$ cat config.mk
export PLATFORM = sky130hd
export DESIGN_NAME = hazard_unit
export DESIGN_NICKNAME = d
export VERILOG_FILES = /design/src/rtl/hazard_pkg.sv /design/src/rtl/md_busy_ctr.sv /design/src/rtl/hazard_unit.sv
export SDC_FILE = /design/constraint.sdc
export NUM_CORES = 1
export LEC_CHECK = 0
export BUFFER_PORTS_ARGS = -buffer_cell sky130_fd_sc_hd__buf_4
export CORE_ASPECT_RATIO = 1.75
export CORE_UTILIZATION = 55
export DETAILED_ROUTE_END_ITERATION = 10
export HOLD_SLACK_MARGIN = 0.06
export PLACE_DENSITY = 0.87
export SLEW_MARGIN = 20
export SYNTH_ARGS = -nofsm -noshare
export SYNTH_HDL_FRONTEND = slang
export SYNTH_SLANG_ARGS = --single-unit
$ cat constraint.sdc
create_clock -name clk -period 3 [get_ports clk]
set_clock_uncertainty 0.1 [all_clocks]
set_input_delay 0.6 -clock clk [delete_from_list [all_inputs] [get_ports clk]]
set_output_delay 0.6 -clock clk [all_outputs]
set_load 0.005 [all_outputs]
$ cat src/rtl/hazard_pkg.sv
// hazard_pkg: forwarding-select encodings, the "operand not read" Tuse value
// and the shadow-scoreboard entry shared by hazard_unit and its counter.
package hazard_pkg;
   localparam int SB_AW = 5;
   localparam int SB_TW = 2;
   localparam logic [1:0] FWD_RF = 2'd0;
   localparam logic [1:0] FWD_E  = 2'd1;
   localparam logic [1:0] FWD_M  = 2'd2;
   localparam logic [1:0] FWD_W  = 2'd3;
   localparam logic [SB_TW-1:0] TUSE_NONE = '1;
   typedef struct packed {
      logic [SB_AW-1:0] a3;
      logic [SB_TW-1:0] tnew;
      logic             md_start;
      logic             md_div;
   } sb_entry_t;
   // Stages beyond W have no bypass path of their own, so they map onto W.
   function automatic logic [1:0] fwd_enc(input int k);
      return k == 0 ? FWD_E : k == 1 ? FWD_M : FWD_W;
   endfunction
endpackage

$ cat src/rtl/md_busy_ctr.sv
// md_busy_ctr: multiply/divide occupancy counter, loaded when an MDU start
// reaches E while the unit is idle.
module md_busy_ctr #(
   parameter int MUL_CYCLES = 5,
   parameter int DIV_CYCLES = 10,
   parameter int CNT_W      = 4
) (
   input  logic clk,
   input  logic reset,
   input  logic md_start_i,
   input  logic md_div_i,
   output logic md_busy_o
);
   logic [CNT_W-1:0] cnt_q, cnt_d;
   // A start arriving while busy is dropped; the running count carries on.
   always_comb cnt_d = (md_start_i && cnt_q == '0) ? (md_div_i ? CNT_W'(DIV_CYCLES) : CNT_W'(MUL_CYCLES))
                     : (cnt_q != '0 ? cnt_q - CNT_W'(1) : cnt_q);
   always_ff @(posedge clk) cnt_q <= !reset ? '0 : cnt_d;
   assign md_busy_o = cnt_q != '0 || md_start_i;
endmodule

$ cat src/rtl/hazard_unit.sv
// hazard_unit: shadow scoreboard of in-flight destinations beside the D stage,
// producing the global stall and D-stage forwarding selects.
module hazard_unit
   import hazard_pkg::*;
#(
   parameter int REG_AW     = SB_AW,
   parameter int TW         = SB_TW,
   parameter int DEPTH      = 3,
   parameter int MUL_CYCLES = 5,
   parameter int DIV_CYCLES = 10,
   parameter int CNT_W      = 4
) (
   input  logic              clk,
   input  logic              reset,
   input  logic [REG_AW-1:0] d_rs,
   input  logic [REG_AW-1:0] d_rt,
   input  logic [TW-1:0]     d_tuse_rs,
   input  logic [TW-1:0]     d_tuse_rt,
   input  logic [REG_AW-1:0] d_a3,
   input  logic [TW-1:0]     d_tnew,
   input  logic              d_md_use,
   input  logic              d_md_start,
   input  logic              d_md_div,
   output logic              stall,
   output logic              md_busy,
   output logic [1:0]        fwd_rs_d,
   output logic [1:0]        fwd_rt_d,
   output logic [31:0]       stall_cnt
);
   sb_entry_t        sh_q [DEPTH];
   sb_entry_t        sh_d [DEPTH];
   logic [DEPTH-1:0] m_rs, m_rt;
   logic             rs_live, rt_live, hz_rs, hz_rt;
   logic [31:0]      stall_cnt_q, stall_cnt_d;
   assign rs_live = d_rs != '0 && d_tuse_rs != TUSE_NONE;
   assign rt_live = d_rt != '0 && d_tuse_rt != TUSE_NONE;
   genvar k;
   for (k = 0; k < DEPTH; k++) begin : g_sh
      assign m_rs[k] = rs_live && sh_q[k].a3 == d_rs;
      assign m_rt[k] = rt_live && sh_q[k].a3 == d_rt;
      if (k == 0) begin : g_head
         assign sh_d[k] = stall ? '0 : {d_a3, d_tnew, d_md_start, d_md_div};
      end else begin : g_tail
         assign sh_d[k] = {sh_q[k-1].a3,
                           sh_q[k-1].tnew == '0 ? sh_q[k-1].tnew : sh_q[k-1].tnew - SB_TW'(1),
                           sh_q[k-1].md_start, sh_q[k-1].md_div};
      end
   end
   // Oldest first so the youngest matching stage has the final say.
   always_comb begin
      hz_rs    = 1'b0;
      hz_rt    = 1'b0;
      fwd_rs_d = FWD_RF;
      fwd_rt_d = FWD_RF;
      for (int i = DEPTH - 1; i >= 0; i--) begin
         if (m_rs[i]) begin
            hz_rs    = sh_q[i].tnew > d_tuse_rs;
            fwd_rs_d = sh_q[i].tnew == '0 ? fwd_enc(i) : FWD_RF;
         end
         if (m_rt[i]) begin
            hz_rt    = sh_q[i].tnew > d_tuse_rt;
            fwd_rt_d = sh_q[i].tnew == '0 ? fwd_enc(i) : FWD_RF;
         end
      end
   end
   md_busy_ctr #(
      .MUL_CYCLES(MUL_CYCLES),
      .DIV_CYCLES(DIV_CYCLES),
      .CNT_W     (CNT_W)
   ) u_md (
      .clk       (clk),
      .reset     (reset),
      .md_start_i(sh_q[0].md_start),
      .md_div_i  (sh_q[0].md_div),
      .md_busy_o (md_busy)
   );
   assign stall       = hz_rs || hz_rt || (d_md_use && md_busy);
   assign stall_cnt_d = (stall && stall_cnt_q != '1) ? stall_cnt_q + 32'd1 : stall_cnt_q;
   assign stall_cnt   = stall_cnt_q;
   always_ff @(posedge clk) begin
      if (!reset) begin
         sh_q        <= '{default: '0};
         stall_cnt_q <= '0;
      end else begin
         sh_q        <= sh_d;
         stall_cnt_q <= stall_cnt_d;
      end
   end
endmodule

## Yosys cells after proc, flatten, opt, wreduce, memory -nomap -nowiden

Index checks and enable logic that the tools add are counted.
Widths: inputs -> output; s select.

| word-level totals | value |
|---|---|
| output and inout port bits | 38 |
| flip-flop bits (word level) | 59 |
| input port bits | 26 |
| logic and storage cells | 73 |

| cells by class | value |
|---|---|
| equality and inequality tests | 9 |
| magnitude comparators | 6 |
| bitwise operators | 1 |
| muxes and demuxes | 20 |
| reductions and logical operators | 23 |
| add/subtract/negate cells | 4 |

Operators with widths:

| kind | count |
|---|---|
| $add 32x1->32 const B | 1 |
| $ne 32x32->1 const B | 1 |
| $eq 5x5->1 | 6 |
| $mux 2 | 10 |
| $gt 2x2->1 | 6 |
| $mux 4 | 3 |
| $logic_and 1x1->1 | 11 |
| $reduce_bool 5->1 | 2 |
| $mux 1 | 7 |
| $logic_not 2->1 | 3 |
| $logic_not 4->1 | 1 |
| $ne 2x2->1 const B | 2 |
| $reduce_bool 4->1 | 1 |
| $sub 2x1->2 const B | 2 |
| $sub 4x1->4 const B | 1 |
| $logic_or 1x1->1 | 3 |
| $reduce_bool 2->1 | 1 |
| $reduce_or 2->1 | 1 |
| $not 1->1 | 1 |

## Longest topological paths before layout

Gate-level depths: netlist (run 1).

| logic depth | value |
|---|---|
| word-level depth | 9 |
| gate-level depth with buffers | 12 |
| gate-level depth less buffers | 10 |

## Cells and area by module

A second synthesis (run 1) with hierarchy kept.

| unflattened totals | value |
|---|---|
| cell total of the unflattened synthesis | 396 |
| area total of the unflattened synthesis | 3388.2 um^2 |

Modules (own cells, without submodules):

| module | area an instance (um^2) | cells an instance | instances | seq. area each (um^2) |
|---|---|---|---|---|
| hazard_unit | 3155.5 | 369 | 1 | 1101.1 |
| md_busy_ctr | 232.7 | 27 | 1 | 80.1 |

## Least setup slack after synthesis (run 1)

No wires, ideal clock.

| path | value |
|---|---|
| path type | input to register |
| start point | input d_rs[1] |
| end point | register stall_cnt_q[1] (netlist: stall_cnt[1]) |
| stages | 9 |
| setup time | 0.128 ns |
| data arrival time | 2.352 ns |
| setup slack | 0.420 ns |
| data required time | 2.772 ns |
| cells stage by stage | or4_1 > o21ai_2 > o311a_1 > a21bo_4 > o21ai_4 > buf_6 > buf_6 > mux2i_1 > nor2_1 |

| on the way | value |
|---|---|
| longest elaborated chain between the ends | 9 |
| elaborated cells on any way between the ends | 14 |
| classes of those cells | 3 x eq/ne; 3 x mux; 8 x reduce/logical |

RTL lines:

| what | line | source |
|---|---|---|
| start: declaration | hazard_unit.sv:15 | `input logic [REG_AW-1:0] d_rs,` |
| $reduce_bool 5->1 | hazard_unit.sv:35 | `assign rs_live = d_rs != '0 && d_tuse_rs != TUSE_NONE;` |
| $logic_and 1x1->1 | hazard_unit.sv:35 |  |
| $logic_and 1x1->1 | hazard_unit.sv:39 | `assign m_rs[k] = rs_live && sh_q[k].a3 == d_rs;` |
| $mux 1 (2 in series) | hazard_unit.sv:56 | `if (m_rs[i]) begin` |
| $mux 1 * | hazard_unit.sv:56 |  |
| $logic_or 1x1->1 * (2 in series) | hazard_unit.sv:77 | `assign stall = hz_rs \|\| hz_rt \|\| (d_md_use && md_busy);` |
| $logic_and 1x1->1 * | hazard_unit.sv:78 | `assign stall_cnt_d = (stall && stall_cnt_q != '1) ? stall_cnt_q + 32'd1 : stall_cnt_q;` |
| end signal: assignment | hazard_unit.sv:86 | `stall_cnt_q <= stall_cnt_d;` |
| end: declaration | hazard_unit.sv:34 | `logic [31:0] stall_cnt_q, stall_cnt_d;` |

Every way passes the cells marked *; elsewhere a longest branch is shown, timed or not.
A chain may end at the register's enable or synchronous reset.

## Worst setup path in the final report (run 1)

| path | value |
|---|---|
| start point | input d_rs[2] |
| end point | output stall |

| on the way | value |
|---|---|
| longest elaborated chain between the ends | 8 |
| elaborated cells on any way between the ends | 13 |
| classes of those cells | 3 x eq/ne; 3 x mux; 7 x reduce/logical |

RTL lines:

| what | line | source |
|---|---|---|
| $reduce_bool 5->1 | hazard_unit.sv:35 |  |
| $logic_and 1x1->1 | hazard_unit.sv:35 |  |
| $logic_and 1x1->1 | hazard_unit.sv:39 |  |
| $mux 1 (2 in series) | hazard_unit.sv:56 |  |
| $mux 1 * | hazard_unit.sv:56 |  |
| $logic_or 1x1->1 * (2 in series) | hazard_unit.sv:77 |  |
| end: declaration | hazard_unit.sv:24 | `output logic stall,` |

Marks and branches as above.

==> out/summary.md, run 1 <==
* Setup Viol. Count Final: 0
* post-route cell area: 4020 µm²
* net count reported at finish: 505
* count leader, synth: sky130_fd_sc_hd__dfxtp_1
* chip height: 105 µm
* worst-skew pair later-pin latency: 340 ps
* wire length of the first global-routing pass: 13,700 µm
* worst slew pin tran: 625 ps
* critical path's largest stage delay: 310 ps
* flop and latch count out of synthesis: 59
* Post-Route Setup TNS: 0 ps
* critical path capture point type: output port
* Routed wire per std cell: 15.4 µm
* Critical Path, Cell by Cell: buf_4 -> xnor2_1 -> nand3_1 -> nor3_2 -> a31oi_1 -> o21a_1 -> nand2_1 -> buf_4
* Detailed Routing Iterations Pass 1: 5
* outcome: finished, final reports clean
* critical path's top delay family: simple AND/OR/NAND/NOR gates
* via count of the first global-routing pass: 3,044
* buffer cell driving the clock tree root: sky130_fd_sc_hd__clkbuf_8
* synth top area cells: sky130_fd_sc_hd__dfxtp_1 36%, sky130_fd_sc_hd__ha_1 5.7%, sky130_fd_sc_hd__xnor2_1 5.3%, sky130_fd_sc_hd__a21oi_1 5.0%, sky130_fd_sc_hd__nand2_1 3.7%
* DRC violation count after routing: 0
* Data required, critical path: 2300 ps
* synthesized cell area: 3310 µm²
* Power Dens Cells: 520 nW/µm²
* final global-route overflow total: 0
* maximum number of pins on one net before global-route repair: 44
* Vias: 3,129
* number of vias per cell after detailed routing: 5.72
* final count of hold timing violations: 0
* Syn Area/Cell: 8.27 µm²
* signal arrival time at the worst endpoint: 2160 ps
* most frequent cells after synthesis: 59 x sky130_fd_sc_hd__dfxtp_1, 33 x sky130_fd_sc_hd__a21oi_1, 33 x sky130_fd_sc_hd__nand2_1
* startpoint type of the worst setup path: input pin
* Reg clk slew, reported paths: 70 ps
* leakage power: 1.66 nW
* Post-synth EDFFs: 0
* sum of routed wire length over all layers: 8430 µm
* met3 demand-to-capacity share in global routing: 9.03%
* post-synth top area share: 35.7%
* Crit Path Category: in2out
* Max Clock Freq: 349 MHz
* pre-CTS WS: 49.9 ps
* Yosys warning count: 0
* starting density of the core: 56.7%
* number of library cell types mapped by synthesis: 46
* CP max stage cell: sky130_fd_sc_hd__nor3_2
* antenna-violating nets left: 0
* most area-hungry cell type in the Yosys netlist: sky130_fd_sc_hd__dfxtp_1
* GP Congestion: 0.904
* Die W: 60.6 µm
* total number of clock tree sinks: 59
* CORE AREA: 5830 µm²
* input/output buffers: 63
* fin worst setup slack: 136 ps
* initial antenna violation count: 0
* fraction of the cycle the final worst path needs: 95.5%
* clock buffers created by TritonCTS: 9
* crit path buf inv count: 2
* placement-stage cell area: 3840 µm²
* peak ir drop on the vdd network: 0.364 mV
* max-slew violation count: 0
* Design Power: 0.00209 W
* layout cells sized above 1: 20.9%
* met2 capacity usage during global routing: 49.2%
* synthesized instance count: 400
* post-layout min period: 2860 ps
* Most Crowded Layer GR: met2
* critical path's most frequent cell: sky130_fd_sc_hd__buf_4
* final antenna diode count: 0
* Final Util: 68.9%
* GRT Util Overall: 28.7%
* largest driver fanout on the critical path: 6
* met1 track utilization from global routing: 29.5%
* row count: 37
* estimated wirelength of the detail-placed design: 6210 µm
* I/O pin total: 64
* share of synthesized area occupied by flip-flops and latches: 35.7%
* most frequently used flop master after synthesis: sky130_fd_sc_hd__dfxtp_1
* Hold Path Class: reg2reg
* TritonCTS clock tree: done
* async set-or-reset flop fraction in the synthesized netlist: 0%
* # fillers: 484
* die footprint: 6340 µm²
* number of H-tree levels: 3
* reported max-cap violation count: 0
* initial detailed-routing violation count: 159
* CTS Buffer Depth: 2
* synth-to-layout area growth: 21.5%
* Max-Slew Margin vs Limit: 58.3%
* Synth Net Count: 441
## per-layer routing
| layer | part of all wire (%) | vias up |
|---|---|---|
| met1 | 36 | 1462 |
| met4 | 3.6 | 0 |
| met5 | 0 | - |
| met2 | 54 | 108 |
| li1 | - | 1536 |
| met3 | 6.2 | 23 |
## path summary, 6_finish.rpt
kind / cells after the start / slack [ps] / start / endpoint
setup / recovery: 8 / 140 / d_rs[2] / stall
hold / removal: 1 / 350 / sh_q[11] / sh_q[2]
setup reg to reg: 11 / 410 / sh_q[20] / stall_cnt[15]
hold reg to reg: 1 / 350 / sh_q[11] / sh_q[2]
## kinds of logic (layout without fill, tap and decap cells)
group / count (synthesis) / in the layout / share of synthesized area (%)
AOI/OAI and AO/OA: 79 / 79 / 15.5
xor gates and xnor gates: 33 / 33 / 8.73
adders and majority gates: 15 / 15 / 5.67
buffers and inverters: 41 / 110 / 5.56
DFF: 59 / 59 / 35.7
muxes: 6 / 6 / 1.81
and+or+nand+nor: 167 / 167 / 27.1
## stage by stage
stage          cells  hold WS, ps
6_report         547          353
5_1_grt          547          371
4_1_cts          547          357
3_5_place_dp     531          378
3_3_place_gp     531          360
2_1_floorplan    400          326
## power breakdown
| part | internal, W | switching [W] | leakage (nW) |
|---|---|---|---|
| combinational | 0.000252 | 0.000302 | 1.10 |
| clock | 0.000294 | 0.000325 | 0.0770 |
| sequential | 0.000847 | 0.0000701 | 0.480 |
## registers in the layout, summed over array words and instances (netlist names)
name,cells
sh_q,11
stall_cnt,32
u_md.cnt_q,4
sh_d,12
## area by class of cell
cell class / instances / area [µm²] / share of cell area, %
Sequential cell: 59 / 1180 / 29.4
Inverter: 27 / 101 / 2.52
Clock buffer: 9 / 124 / 3.08
Tap cell: 78 / 97.6 / 2.43
Multi-Input combinational cell: 300 / 1950 / 48.6
Timing Repair Buffer: 67 / 515 / 12.8
Clock inverter: 7 / 45.0 / 1.12
## placed cells by master (no fill, tap or decap), types with 13 or more instances in the layout
master	count
sky130_fd_sc_hd__a21oi_1	33
sky130_fd_sc_hd__xor2_1	13
sky130_fd_sc_hd__ha_1	15
sky130_fd_sc_hd__nand2_1	33
sky130_fd_sc_hd__o31ai_1	13
sky130_fd_sc_hd__inv_1	27
sky130_fd_sc_hd__nand3_1	20
sky130_fd_sc_hd__dfxtp_1	58
sky130_fd_sc_hd__and2_1	15
sky130_fd_sc_hd__buf_4	66
sky130_fd_sc_hd__or4_1	15
sky130_fd_sc_hd__xnor2_1	20
sky130_fd_sc_hd__nor2_1	28
## timing repair
item	4_1_cts	5_1_grt
gates resized for setup	0	5
hold buffers	0	0
endpoints found under the setup margin	0	1
buffers inserted	0	0
(Power assumes the default switching activity.)
==> run 2: changes to the inputs <==
Settings changed: CORE_UTILIZATION 55 to 57, CTS_BUF_LIST set to sky130_fd_sc_hd__clkbuf_8, PLACE_DENSITY 0.87 to 0.9.
==> run 2 against run 1 <==
  * Hold slack improved by 18 ps
  * Sequential power about the same
  * Register-to-register slack got worse by 60 ps
  * Via count increased by 2.3%
  * Core utilization increased by 4.5 points
  * Critical path type is now reg2out
  * Critical endpoint unchanged
  * Highest routed layer unchanged
==> out/summary.md, run 2 (same netlist as run 1, synthesis figures left out) <==
* launch instance of the worst min-delay path: d_a3[1], was sh_q[11]
* commonest cells after routing, fill and taps aside: 68 x sky130_fd_sc_hd__buf_4, 59 x sky130_fd_sc_hd__dfxtp_1, 33 x sky130_fd_sc_hd__nand2_1, 33 x sky130_fd_sc_hd__a21oi_1, 28 x sky130_fd_sc_hd__nor2_1, was 66 x sky130_fd_sc_hd__buf_4, 58 x sky130_fd_sc_hd__dfxtp_1, 33 x sky130_fd_sc_hd__nand2_1, 33 x sky130_fd_sc_hd__a21oi_1, 28 x sky130_fd_sc_hd__nor2_1
* sum of routed wire length over all layers: 8750 µm, was 8430 µm
* Hold Path Class: in2reg, was reg2reg
* critical path's largest stage delay: 340 ps, was 310 ps
* final antenna diode count: 0, unchanged
* DRC violation count after routing: 0, unchanged
* initial antenna violation count: 0, unchanged
* final global-route overflow total: 0, unchanged
* Max Clock Freq: 356 MHz, was 349 MHz
* leakage power: 1.71 nW, was 1.66 nW
* hold endpoint: sh_d[14], was sh_q[2]
* input/output buffers: 63, unchanged
* buffer cell driving the clock tree root: sky130_fd_sc_hd__clkbuf_8, unchanged
* synth-to-layout area growth: 23.9%, was 21.5%
* setup repair after global routing missed its margin: false
* peak ir drop on the vdd network: 0.434 mV, was 0.364 mV
* clock buffers created by TritonCTS: 9, unchanged
* Resize count post-CTS: 0, unchanged
* maximum number of pins on one net before global-route repair: 28, was 44
* signal arrival time at the worst endpoint: 2110 ps, was 2160 ps
* CP max stage cell: sky130_fd_sc_hd__dfxtp_1, was sky130_fd_sc_hd__nor3_2
* hold-fix buffers at CTS: 0, unchanged
* via count of the first global-routing pass: 3,140, was 3,044
* max-slew violation count: 0, unchanged
* Power Dens Cells: 586 nW/µm², was 520 nW/µm²
* number of H-tree levels: 3, unchanged
* leading cell type in the layout, fill and taps excluded: sky130_fd_sc_hd__buf_4, unchanged
* CTS Buffer Depth: 2, unchanged
* Max-Slew Margin vs Limit: 70.6%, was 58.3%
* crit path launch: u_md.cnt_q[0], was d_rs[2]
* Routed wire per std cell: 16.0 µm, was 15.4 µm
* post-route cell area: 4100 µm², was 4020 µm²
* worst-skew pair later-pin latency: 350 ps, was 340 ps
* Post CTS Setup Buffer Count: 0, unchanged
* critical register-to-register path endpoint: stall_cnt[13], was stall_cnt[15]
* largest driver fanout on the critical path: 7, was 6
* chip height: 103 µm, was 105 µm
* beginning of the worst register-to-register path: sh_q[11], was sh_q[20]
* Setup Viol. Count Final: 0, unchanged
* wire length of the first global-routing pass: 13,800 µm, was 13,700 µm
* crit path buf inv count: 2, unchanged
* initial detailed-routing violation count: 121, was 159
* GRT Util Overall: 30.1%, was 28.7%
* CORE AREA: 5590 µm², was 5830 µm²
* Vias: 3,201, was 3,129
* Die W: 59.6 µm, was 60.6 µm
* critical path capture point type: output port, unchanged
* antenna-violating nets left: 0, unchanged
* Reg clk slew, reported paths: 60 ps, was 70 ps
* layout cells sized above 1: 20.6%, was 20.9%
* count of cells along the worst hold path: 3, was 1
* Detailed Routing Iterations Pass 1: 4, was 5
* startpoint type of the worst setup path: flop, was input pin
* die footprint: 6130 µm², was 6340 µm²
* row count: 36, was 37
* outcome: finished, final reports clean, unchanged
* final count of hold timing violations: 0, unchanged
* post-layout min period: 2810 ps, was 2860 ps
* critical path's top delay family: compound AO/OA/AOI/OAI gates, was simple AND/OR/NAND/NOR gates
* critical path's most frequent cell: sky130_fd_sc_hd__nand2_1, was sky130_fd_sc_hd__buf_4
* TritonCTS clock tree: done, unchanged
* Post-Route Setup TNS: 0 ps, unchanged
* worst slew pin tran: 440 ps, was 625 ps
* number of vias per cell after detailed routing: 5.85, was 5.72
* Design Power: 0.00240 W, was 0.00209 W
* Crit Path Category: reg2out, was in2out
* estimated wirelength of the detail-placed design: 6410 µm, was 6210 µm
* Data required, critical path: 2300 ps, about the same
* Critical Path, Cell by Cell: inv_1 -> ha_1 -> nand2_1 -> o21ai_0 -> o311a_1 -> o21a_1 -> nand2_1 -> buf_4, was buf_4 -> xnor2_1 -> nand3_1 -> nor3_2 -> a31oi_1 -> o21a_1 -> nand2_1 -> buf_4
* GP Congestion: 0.880, was 0.904
* r2r setup slk: 350 ps, was 410 ps
* placement-stage cell area: 3850 µm², was 3840 µm²
* fraction of the cycle the final worst path needs: 93.6%, was 95.5%
* Worst R2R Path Depth: 9, was 11
* I/O pin total: 64, unchanged
* reported max-cap violation count: 0, unchanged
* number of flip-flops in the largest register: 32, unchanged
* starting density of the core: 59.3%, was 56.7%
* total number of clock tree sinks: 59, unchanged
* net count reported at finish: 507, was 505
-- run 2: cell count changes in the layout (fill, tap and decap cells not counted), moves of 2 or more --
cell | before | now
sky130_fd_sc_hd__clkinvlp_4 | 4 | 1
sky130_fd_sc_hd__bufinv_16 | 0 | 3
sky130_fd_sc_hd__clkinv_2 | 3 | 1
sky130_fd_sc_hd__buf_4 | 66 | 68
-- run 2: metal layers --
metal	up-vias	part of all wire (%)	track usage [%]
met1	1512	35	28.5
met3	27	5.3	5.65
met5	-	0	0
li1	1551	-	-
met2	111	57	58.4
met4	0	2.9	15.7
-- run 2: stage by stage --
| stage | setup WS [ps] | utilization, % | hold WS, ps | cells |
|---|---|---|---|---|
| after detailed placement | 45.6 | 69.0 | 381 | 531 |
| after CTS | 206 | 73.4 | 368 | 547 |
| after global routing | 70.9 | 73.4 | 377 | 547 |
| after floorplan | 420 | - | 326 | 400 |
| after global placement | 126 | 69.0 | 363 | 531 |
| final | 192 | 73.4 | 371 | 547 |
-- run 2: final cells by class --
type	count	area [µm²]
Multi-Input combinational cell	300	1940
Fill cell	440	1480
Sequential cell	59	1180
Timing Repair Buffer	69	531
Clock buffer	10	138
Clock inverter	6	111
Inverter	27	101
Tap cell	76	95.1
-- run 2: worst max path at each step --
stage	end	slack, ps	cells after the start
2_1_floorplan	stall_cnt[1]	420	9
3_3_place_gp	stall_cnt[17]	130	10
3_5_place_dp	stall_cnt[10]	50	10
4_1_cts	stall	210	8
5_1_grt	stall	70	7
6_report	stall	190	8
-- run 2: power breakdown --
group	switching (W)	total, W	internal, W
registers	0.0000687	0.000915	0.000846
logic	0.000321	0.000586	0.000265
clock network	0.000326	0.000901	0.000575
-- run 2: tightest hold or removal path: stages --
cell                     delay, ps
sky130_fd_sc_hd__buf_4          70
sky130_fd_sc_hd__inv_1          30
sky130_fd_sc_hd__nor2_1         80
==> run 3: changes to the inputs <==
Settings changed: CORE_UTILIZATION 57 to 25, PLACE_DENSITY 0.9 to 0.5.
==> run 3 against run 2 <==
  * Cell count rose by 18%
  * Clock-buffer cell count stayed put
  * Global-route usage shrank 16 points
  * Critical path depth is the same
  * Highest routed layer unchanged
==> out/summary.md, run 3 (same netlist as run 1, synthesis figures left out) <==
* Placed Instances: 630, was 531
* initial detailed-routing violation count: 93, was 121
* crit path launch: d_rs[4], was u_md.cnt_q[0]
* number of vias per cell after detailed routing: 4.83, was 5.85
* DRC violation count after routing: 0, unchanged
* worst slew pin tran: 594 ps, was 440 ps
* met1 track utilization from global routing: 14.8%, was 28.5%
* antenna-violating nets left: 0, unchanged
* buffer cell driving the clock tree root: sky130_fd_sc_hd__clkbuf_8, unchanged
* CORE AREA: 12,900 µm², was 5590 µm²
* synth-to-layout area growth: 26.8%, was 23.9%
* commonest cells after routing, fill and taps aside: 72 x sky130_fd_sc_hd__buf_4, 59 x sky130_fd_sc_hd__dfxtp_1, 33 x sky130_fd_sc_hd__nand2_1, 33 x sky130_fd_sc_hd__a21oi_1, was 68 x sky130_fd_sc_hd__buf_4, 59 x sky130_fd_sc_hd__dfxtp_1, 33 x sky130_fd_sc_hd__nand2_1, 33 x sky130_fd_sc_hd__a21oi_1, 28 x sky130_fd_sc_hd__nor2_1
* CP max stage cell: sky130_fd_sc_hd__or2_2, was sky130_fd_sc_hd__dfxtp_1
* pre-CTS WS: -29.2 ps, was 45.6 ps
* setup repair after global routing missed its margin: false, unchanged
* Detailed Routing Iterations Pass 1: 4, unchanged
* Reg clk slew, reported paths: 60 ps, about the same
* chip height: 154 µm, was 103 µm
* CTS Buffer Depth: 2, unchanged
* number of flip-flops in the largest register: 32, unchanged
* number of standard cells in the layout, taps in and fillers out: 646, was 547
* startpoint type of the worst setup path: input pin, was flop
* final global-route overflow total: 0, unchanged
* row count: 55, was 36
* layout cells sized above 1: 21.1%, was 20.6%
* Resize count post-CTS: 0, unchanged
* Die W: 89.0 µm, was 59.6 µm
* critical path's most frequent cell: sky130_fd_sc_hd__buf_4, was sky130_fd_sc_hd__nand2_1
* Crit Path Category: in2out, was reg2out
* fin worst setup slack: 141 ps, was 192 ps
* via count of the first global-routing pass: 2,994, was 3,140
* final count of hold timing violations: 0, unchanged
* sum of routed wire length over all layers: 8960 µm, was 8750 µm
* die footprint: 13,700 µm², was 6130 µm²
* number of H-tree levels: 3, unchanged
* Max Clock Freq: 350 MHz, was 356 MHz
* beginning of the worst register-to-register path: sh_q[21], was sh_q[11]
* clock buffers created by TritonCTS: 9, unchanged
* peak ir drop on the vdd network: 0.244 mV, was 0.434 mV
* GRT Util Overall: 13.7%, was 30.1%
* Max-Slew Margin vs Limit: 60.3%, was 70.6%
* max-slew violation count: 0, unchanged
* I/O pin total: 64, unchanged
* Routed wire per std cell: 13.9 µm, was 16.0 µm
* post-layout min period: 2860 ps, was 2810 ps
* fraction of the cycle the final worst path needs: 95.3%, was 93.6%
* Design Power: 0.00221 W, was 0.00240 W
* outcome: finished, final reports clean, unchanged
* leading cell type in the layout, fill and taps excluded: sky130_fd_sc_hd__buf_4, unchanged
* maximum number of pins on one net before global-route repair: 44, was 28
* Critical Path Sink: stall, unchanged
* Hold Path Class: reg2reg, was in2reg
* Post CTS Setup Buffer Count: 0, unchanged
* input/output buffers: 63, unchanged
* critical path's largest stage delay: 330 ps, was 340 ps
* met3 demand-to-capacity share in global routing: 3.15%, was 5.65%
* met2 capacity usage during global routing: 25.5%, was 58.4%
* placement-stage cell area: 4000 µm², was 3850 µm²
* Critical Path, Cell by Cell: buf_4 -> xnor2_1 -> nand3_1 -> or2_2 -> a31oi_1 -> o21a_1 -> nand2_1 -> buf_4, was inv_1 -> ha_1 -> nand2_1 -> o21ai_0 -> o311a_1 -> o21a_1 -> nand2_1 -> buf_4
* initial antenna violation count: 0, unchanged
* total number of clock tree sinks: 59, unchanged
* starting density of the core: 25.6%, was 59.3%
* Power Dens Cells: 527 nW/µm², was 586 nW/µm²
* estimated wirelength of the detail-placed design: 6860 µm, was 6410 µm
* TritonCTS clock tree: done, unchanged
* Setup Viol. Count Final: 0, unchanged
* final antenna diode count: 0, unchanged
* post-route cell area: 4200 µm², was 4100 µm²
* wire length of the first global-routing pass: 14,400 µm, was 13,800 µm
* critical register-to-register path endpoint: stall_cnt[17], was stall_cnt[13]
* GP Congestion: 0.822, was 0.880
* largest driver fanout on the critical path: 4, was 7
* reported max-cap violation count: 0, unchanged
* Vias: 3,118, was 3,201
* Post-Route Setup TNS: 0 ps, unchanged
* critical path capture point type: output port, unchanged
* Data required, critical path: 2300 ps, about the same
* net count reported at finish: 511, was 507
* leakage power: 1.71 nW, about the same
* signal arrival time at the worst endpoint: 2160 ps, was 2110 ps
* worst-skew pair later-pin latency: 340 ps, was 350 ps
* Most Crowded Layer GR: met2, unchanged
* Worst R2R Path Depth: 10, was 9
* hold-fix buffers at CTS: 0, unchanged
* r2r setup slk: 390 ps, was 350 ps
==> run 3: worst min path at each step <==
stage	startpoint	to	slack [ps]	cells past startpoint
floorplan	sh_q[11]	sh_q[2]	330	1
global placement	sh_q[20]	sh_q[11]	370	1
detailed placement	sh_q[20]	sh_q[11]	370	1
CTS	d_md_div	sh_d[9]	370	3
global route	d_a3[1]	sh_d[14]	380	3
finish	sh_q[11]	sh_q[2]	380	1
==> run 3: through the flow <==
step / hold WS [ps] / util [%]
floorplan: 326 / -
detailed placement: 368 / 30.9
global placement: 368 / 30.9
finish: 378 / 32.4
CTS: 368 / 32.4
global route: 377 / 32.4
==> run 3: final cells by class <==
cell class	instances	area, µm²
Fill cell	1465	8740
Clock buffer	10	138
Tap cell	171	214
Timing Repair Buffer	73	561
Inverter	27	101
Multi-Input combinational cell	300	1950
Sequential cell	59	1180
Clock inverter	6	56.3
==> run 3: power by group <==
| group | internal (W) | switching, W | total, W |
|---|---|---|---|
| Sequential | 0.000846 | 0.0000642 | 0.000911 |
| Clock | 0.000399 | 0.000323 | 0.000722 |
| Combinational | 0.000269 | 0.000310 | 0.000579 |
==> run 3: per-layer routing <==
| metal | wire length, µm | up-vias | part of all wire (%) |
|---|---|---|---|
| li1 | - | 1559 | - |
| met3 | 408 | 7 | 4.6 |
| met4 | 118 | 0 | 1.3 |
| met1 | 3490 | 1489 | 39 |
| met2 | 4940 | 63 | 55 |
| met5 | 0 | - | 0 |
==> run 3: worst max-delay path: cells and delay by family <==
family                    cells  cell delay, ps
and+or+nand+nor               3             590
AOI/OAI and AO/OA             2             500
buffers and inverters         2             280
xor gates and xnor gates      1             180
